$ cat src/rtl/tone_decoder.sv
// tone_decoder: measures the speaker square-wave period and locks onto one of three note periods
module tone_decoder #(
    parameter int PERIOD0    = 190840,
    parameter int PERIOD1    = 151515,
    parameter int PERIOD2    = 127551,
    parameter int TOL_SHIFT  = 5,
    parameter int LOCK_COUNT = 4,
    parameter int TIMEOUT    = 400000,
    parameter int CNT_W      = 20
) (
    input  logic             clk,
    input  logic             rst_n,
    input  logic             speaker,
    output logic             note_valid,
    output logic [1:0]       note_id,
    output logic [2:0]       btn_n,
    output logic [CNT_W-1:0] period_out,
    output logic             period_strobe
);
    localparam int MW = $clog2(LOCK_COUNT + 1);
    localparam logic [CNT_W:0]   P0 = (CNT_W+1)'(PERIOD0);
    localparam logic [CNT_W:0]   P1 = (CNT_W+1)'(PERIOD1);
    localparam logic [CNT_W:0]   P2 = (CNT_W+1)'(PERIOD2);
    localparam logic [CNT_W-1:0] TO = CNT_W'(TIMEOUT);
    localparam logic [MW-1:0]    LC = MW'(LOCK_COUNT);

    typedef enum logic [1:0] {IDLE, MEASURE, LOCKED} state_t;

    state_t           state;
    logic             s1, s2, s3, rise, v_nxt;
    logic [CNT_W-1:0] cnt;
    logic [1:0]       cand, cls;
    logic [MW-1:0]    mcount, m_nxt;

    function automatic logic in_band(input logic [CNT_W:0] c, input logic [CNT_W:0] p);
        logic [CNT_W:0] d;
        d = c >= p ? c - p : p - c;
        return d <= (p >> TOL_SHIFT);
    endfunction

    // candidate always follows the latest class, so only mcount needs the match decision
    always_comb begin
        rise  = s2 & ~s3;
        cls   = in_band({1'b0, cnt}, P0) ? 2'd0 :
                in_band({1'b0, cnt}, P1) ? 2'd1 :
                in_band({1'b0, cnt}, P2) ? 2'd2 : 2'd3;
        m_nxt = (cls == cand && cls != 2'd3) ? (mcount == LC ? LC : mcount + MW'(1)) :
                (cls == 2'd3 ? '0 : MW'(1));
        v_nxt = m_nxt == LC;
    end

    always_ff @(posedge clk) begin
        if (!rst_n) begin
            {s1, s2, s3}  <= 3'b000;
            cnt           <= '0;
            state         <= IDLE;
            cand          <= 2'd3;
            mcount        <= '0;
            note_valid    <= 1'b0;
            note_id       <= 2'd3;
            btn_n         <= 3'b111;
            period_out    <= '0;
            period_strobe <= 1'b0;
        end else begin
            s1            <= speaker;
            s2            <= s1;
            s3            <= s2;
            period_strobe <= 1'b0;
            cnt           <= rise ? CNT_W'(1) : (&cnt ? cnt : cnt + CNT_W'(1));
            if (rise) begin
                if (state == IDLE) begin
                    state <= MEASURE;
                end else begin
                    period_out    <= cnt;
                    period_strobe <= 1'b1;
                    cand          <= cls;
                    mcount        <= m_nxt;
                    note_valid    <= v_nxt;
                    note_id       <= v_nxt ? cls : 2'd3;
                    btn_n         <= v_nxt ? ~(3'b001 << cls) : 3'b111;
                    state         <= v_nxt ? LOCKED : MEASURE;
                end
            end else if (state != IDLE && cnt == TO) begin
                state      <= IDLE;
                cand       <= 2'd3;
                mcount     <= '0;
                note_valid <= 1'b0;
                note_id    <= 2'd3;
                btn_n      <= 3'b111;
            end
        end
    end
endmodule
$ cat config.mk
export PLATFORM = sky130hd
export DESIGN_NAME = tone_decoder
export DESIGN_NICKNAME = d
export VERILOG_FILES = /design/src/rtl/tone_decoder.sv
export SDC_FILE = /design/constraint.sdc
export NUM_CORES = 1
export LEC_CHECK = 0
export ABC_CLOCK_PERIOD_IN_PS = 4019
export CORE_AREA = 8 8 122 96
export DETAILED_ROUTE_END_ITERATION = 12
export DIE_AREA = 0 0 130 104
export GPL_ROUTABILITY_DRIVEN = 0
export PLACE_DENSITY = 0.76
export SKIP_CTS_REPAIR_TIMING = 1
export SYNTH_ARGS = -nofsm -noshare
export SYNTH_HDL_FRONTEND = slang
export SYNTH_SLANG_ARGS = --single-unit
$ cat constraint.sdc
create_clock -name clk -period 4.02 [get_ports clk]
set_input_delay 0.804 -clock clk [delete_from_list [all_inputs] [get_ports clk]]
set_output_delay 0.804 -clock clk [all_outputs]
set_load 0.005 [all_outputs]
After elaboration in Yosys (flattened, before gate mapping):

Cells that the tools add are included.

* register bits after elaboration: 57
* input bits: 3
* output and inout bits: 27
* word-level logic and storage cells: 83

* add/subtract/negate cells: 8
* order comparisons: 6
* equal/unequal tests: 8
* shift-type cells: 1
* mux-type cells: 32
* bitwise operators: 5
* reduce and logical (&&, ||, !) cells: 10

Operators by type and width (count)
* 2-to-1 mux 21 bit: 3
* <= comparator 21 x 13 -> 1 bit, second input constant: 2
* subtractor 18 x 20 -> 21 bit, first input constant: 2
* subtractor 20 x 18 -> 21 bit, second input constant: 2
* >= comparator 20 x 18 -> 1 bit, second input constant: 2
* 2-to-1 mux 3 bit: 9
* 2-to-1 mux 2 bit: 12
* <= comparator 21 x 12 -> 1 bit, second input constant: 1
* subtractor 17 x 20 -> 21 bit, first input constant: 1
* subtractor 20 x 17 -> 21 bit, second input constant: 1
* adder 20 x 1 -> 20 bit, second input constant: 1
* equality test 20 x 19 -> 1 bit, second input constant: 1
* >= comparator 20 x 17 -> 1 bit, second input constant: 1
* AND reduction 20 bit: 1
* 2-to-1 mux 1 bit: 8
* equality test 3 bit, second input constant: 2
* inequality test 2 bit, second input constant: 3
* AND reduction 2 bit: 3
* nonzero test 2 bit: 2
* adder 3 x 1 -> 3 bit, second input constant: 1
* NOT 1 bit: 3
* NOT 3 bit: 1
* << shifter 1 x 2 -> 3 bit, first input constant: 1
* equality test 2 bit: 1
* other kinds (5): 6

Logic depth before layout (Yosys ltp):

Gate-level depths: netlist of run 1.

* depth after elaboration: 13
* mapped depth: 17

Worst setup path after synthesis of run 1:

OpenSTA, ideal clock, no wires.

* path type: register to register
* start point: reg cnt[6]
* end point: reg btn_n[2]
* arrival time: 3.762 ns
* data required time: 3.877 ns
* slack: 0.114 ns
* stages on the path, launching flop included: 16
* path buffers: 2
* period minus slack after synthesis: 3.906 ns
* cells stage by stage: dfxtp_1 buf_2 clkbuf_1 inv_1 ha_1 nand2b_1 or3b_2 a21boi_1 o21ai_0 xnor2_1 o21ai_0 or3_1 o31a_1 or2_2 a2111oi_2 a41oi_1

* cells in the longest elaborated chain, start to end: 13
* elaborated cells on any way between the ends: 34
* those cells by class: add/sub (6); order compare (6); eq/ne (5); shift (1); mux (11); bitwise (1); reduce/logical (4)

Ends and longest elaborated chain
* from (decl): RTL line 31 `logic [CNT_W-1:0] cnt;`
* from (signal assigned): RTL line 69 `cnt <= rise ? CNT_W'(1) : (&cnt ? cnt : cnt + CNT_W'(1));`
* subtractor 17 x 20 -> 21 bit, or another cell as far along: RTL line 37 `d = c >= p ? c - p : p - c;`
* 2-to-1 mux 21 bit: RTL line 37
* <= comparator 21 x 12 -> 1 bit: RTL line 38 `return d <= (p >> TOL_SHIFT);`
* 2-to-1 mux 1 bit: RTL line 46 `in_band({1'b0, cnt}, P2) ? 2'd2 : 2'd3;`
* 2-to-1 mux 2 bit: RTL line 45 `in_band({1'b0, cnt}, P1) ? 2'd1 :`
* 2-to-1 mux 2 bit: RTL line 44 `cls = in_band({1'b0, cnt}, P0) ? 2'd0 :`
* equality test 2 bit, or another cell as far along: RTL line 48 `(cls == 2'd3 ? '0 : MW'(1));`
* 2-to-1 mux 1 bit or logical AND 1 bit (tied branches): RTL line 48, 47
* 2-to-1 mux 3 bit: RTL line 47 `m_nxt = (cls == cand && cls != 2'd3) ? (mcount == LC ? LC : mcount + MW'(1)) :`
* equality test 3 bit: RTL line 49 `v_nxt = m_nxt == LC;`
* 2-to-1 mux 3 bit: RTL line 80 `btn_n <= v_nxt ? ~(3'b001 << cls) : 3'b111;`
* 2-to-1 mux 3 bit: RTL line 71 `if (state == IDLE) begin`
* 2-to-1 mux 3 bit: RTL line 70 `if (rise) begin`
* to (signal assigned): RTL line 80
* to (decl): RTL line 16 `output logic [2:0] btn_n,`

Parallel ways exist; a longest one is shown, timed or not. The select of a mux whose other input is x is not followed.
A chain may end at the register's enable or synchronous reset.

Worst setup path after layout of run 1:

* start point: reg cnt[5]
* end point: reg note_valid

* cells in the longest elaborated chain, start to end: 12
* elaborated cells on any way between the ends: 31
* those cells by class: add/sub (6); order compare (6); eq/ne (5); mux (10); reduce/logical (4)

Ends and longest elaborated chain
* subtractor 17 x 20 -> 21 bit, or another cell as far along: RTL line 37
* 2-to-1 mux 21 bit: RTL line 37
* <= comparator 21 x 12 -> 1 bit: RTL line 38
* 2-to-1 mux 1 bit: RTL line 46
* 2-to-1 mux 2 bit: RTL line 45
* 2-to-1 mux 2 bit: RTL line 44
* equality test 2 bit, or another cell as far along: RTL line 48
* 2-to-1 mux 1 bit or logical AND 1 bit (tied branches): RTL line 48, 47
* 2-to-1 mux 3 bit: RTL line 47
* equality test 3 bit: RTL line 49
* 2-to-1 mux 1 bit: RTL line 71
* 2-to-1 mux 1 bit: RTL line 70
* to (signal assigned): RTL line 78 `note_valid <= v_nxt;`
* to (decl): RTL line 14 `output logic note_valid,`

Parallel ways exist; a longest one is shown, timed or not. The select of a mux whose other input is x is not followed.

==> results of run 1 <==
-- power by group through the flow --
stage	Combinational (mW)	Clock [mW]	Sequential, mW
floorplan	0.0467	0	0.584
global placement	0.0645	0	0.588
detailed placement	0.0665	0	0.588
CTS	0.0672	0.811	0.577
global route	0.0761	0.836	0.578
finish	0.0701	0.808	0.578
-- cell type report --
class                      count  area share (%)
tap                          136            2.67
inverter                      18            1.06
multi-input combinational    583            59.9
timing repair buffer         104            13.4
clock buffer                  13            4.40
clock inverter                 2           0.549
sequential                    57            18.0
-- cells by family after synthesis --
group                      count (synthesis)  synth area share, %
DFF                                       57                 21.8
xor gates and xnor gates                  44                 7.38
muxes                                     13                 2.52
and+or+nand+nor                          298                 29.4
buffers and inverters                     82                 6.71
AOI/OAI and AO/OA                        214                 28.8
adders and majority gates                 14                 3.35
-- cell usage after synthesis, drive strengths merged (8+ instances only) --
cell type / n / area share (%)
o21ai: 35 / 3.4
a31oi: 18 / 2.2
a211oi: 11 / 1.8
xor2: 14 / 2.3
or2: 13 / 1.6
nor2: 52 / 3.8
nand4: 15 / 2.1
a21oi: 52 / 5.0
nand3: 25 / 2.4
inv: 16 / 1.1
buf: 22 / 2.4
nand2b: 10 / 1.2
ha: 14 / 3.4
or3: 9 / 1.2
nand2: 99 / 7.1
xnor2: 30 / 5.0
nor3: 21 / 2.1
and3: 11 / 1.3
clkbuf: 42 / 3.0
o211ai: 11 / 1.7
dfxtp: 57 / 22
mux2i: 12 / 2.3
nor4: 8 / 1.4
-- flip-flops by register name (all words and copies together) (netlist names), 2 cells and up --
| name | count |
|---|---|
| state | 2 |
| period_out | 20 |
| btn_n | 3 |
| cand | 2 |
| note_id | 2 |
| mcount | 3 |
| cnt | 20 |
-- worst max-delay path, delay by kind of cell, from the launching register on --
kind               cells  cell delay (ns)
DFF                    1             0.54
and+or+nand+nor        5             1.76
AOI/OAI and AO/OA      6             1.45
-- routing by layer --
layer | up-vias | GRT usage (%) | routed length (um)
li1 | 2754 | - | -
met1 | 2865 | 38.2 | 7650
met2 | 519 | 39.4 | 7820
met3 | 90 | 8.56 | 2800
met4 | 0 | 10.2 | 550
met5 | - | 0 | 0
-- stage by stage --
| stage | utilization (%) | hold WS (ns) |
|---|---|---|
| final | 64.5 | 0.446 |
| after global routing | 64.5 | 0.474 |
| after CTS | 63.3 | 0.445 |
| after detailed placement | 60.2 | 0.438 |
| after global placement | 60.2 | 0.416 |
| after floorplan | - | 0.412 |
-- worst paths after layout --
path / slack, ns / end / from / cells after the start
hold / removal: 0.45 / note_valid$_SDFFE_PN0P_ / note_valid$_SDFFE_PN0P_ / 2
setup reg to reg: 0.16 / note_valid$_SDFFE_PN0P_ / cnt[5]$_SDFFE_PP0N_ / 11
setup / recovery: 0.16 / note_valid$_SDFFE_PN0P_ / cnt[5]$_SDFFE_PP0N_ / 11
hold reg to reg: 0.45 / note_valid$_SDFFE_PN0P_ / note_valid$_SDFFE_PN0P_ / 2
==> flow_summary.yaml, run 1 <==
worst_setup_path:
  worst_setup_path_end_kind: "register"
  required_ns: 4.23
  crit_path_max_fanout: 8
  cpMaxStageDelayCell: "or4_4"
  crit_chain: "o21ai_1, or4_4, o21ba_2, nand3_1, a21oi_1, or3_1, or4_1, a22oi_2, o32ai_1, o211ai_1, nand2_1"
  critical_path_class: "register to register"
  arrival_ns: 4.08
  cpPeakStageDelay_ns: 0.60
  critPathLaunchType: "register"
cells_and_area:
  fillers: 830
  ff_latch_area_sq_um: 1150
  syn2layout_area_growth_pct: 22.1
  final_cell_mix: "98 x nand2_1, 74 x buf_4, 51 x a21oi_1, 51 x dfxtp_1, 50 x nor2_1"
  final-instance-count-excl-fill: 913
  layout_commonest_cell: "nand2_1"
  diodes: 0
  layout.nets: 790
  multi_input_area_sq_um: 3820
  design_area_sq_um: 6380
  drive_above_1_share_pct: 19.0
power:
  peakVddDrop_v: 0.000204
  internal_power_mw: 1.14
  pwr_density_cell_nw_per_um2: 228
  switchingPower_mw: 0.318
  power_frac_comb_pct: 4.8
  sw_frac_of_total_pct: 21.9
  pwr-share-seq_pct: 39.7
  power_mw: 1.46
  p_clk_share_pct: 55.5
  p_leak_nw: 2.35
clock_tree:
  insertion_delay_ns: 0.33
  cts_root_buffer: "clkbuf_16"
  cts_tree: "done"
  clkSinkCount: 57
  cts_buffers: 9
  path_clk_slew_ns: 0.05
  clock_path_buffers: 2
  htreeDepth: 3
global_route:
  gr-total-overflow: 0
  grt_pass1_vias: 5820
  grt_max_degree: 24
  antenna_found_initial: 0
  grt_pass1_wl_um: 30300
  grt_usage_pct: 27.8
run:
  drv_cap: 0
place:
  dpl_cell_area_sq_um: 5950
  placed_cells: 896
  hpwlAfterDp_um: 13800
  portBuffers: 29
  dp_slack_ns: 0.0459
sta:
  finalCritPeriodShare_pct: 96.1
  hold_violations: 0
  tightest_slew_ns: 0.896
  max_freq_ghz: 0.259
  fin_ws_ns: 0.155
  relSlewSlack_pct: 39.8
  skew_ns: 0.00699
  setup_tns_ns: 0
  maxSlewViolCount: 0
  fin_crit_ns: 3.86
  setup_violations: 0
synthesis:
  syn-num-nets: 739
  async_flop_share_pct: 0
  synth_edf_count: 0
  synth_seq_area_share_pct: 21.8
  yosysUniqueCellTypes: 91
  synthFlopType: "dfxtp_1"
  ys_warn_count: 0
  synthCells: 722
  syn_area_per_cell_sq_um: 7.24
  ys_ff_latch: 57
  syn_area_sq_um: 5220
die:
  row_count: 32
  die_width_um: 130
  ioPinCount: 30
  die_y_um: 104
  fp.coreArea_sq_um: 9890
  initial_core_util_pct: 52.8
  dieArea_sq_um: 13500
detailed_routing:
  drc_errors: 0
  viasPerCell: 6.82
  ant_nets: 0
  dr.first_iter.drc_count: 906
  postRouteWirelength_um: 18800
  firstDrtPassIters: 7
  wl_per_cell_um: 20.6
  routed-via-count: 6228
status:
  status: "complete, no violations"
min_path:
  hold_class: "register to register"
Power figures use the tool's default switching activity.
==> run 2, diff against run 1 <==
--- a/config.mk
+++ b/config.mk
@@ -6,6 +6,7 @@
 export NUM_CORES = 1
 export LEC_CHECK = 0
 export ABC_CLOCK_PERIOD_IN_PS = 4019
+export CAP_MARGIN = 20
 export CORE_AREA = 8 8 122 96
 export DETAILED_ROUTE_END_ITERATION = 12
 export DIE_AREA = 0 0 130 104
==> results of run 2 <==
No change in the layout: final DEF, timing and power equal those of run 1.
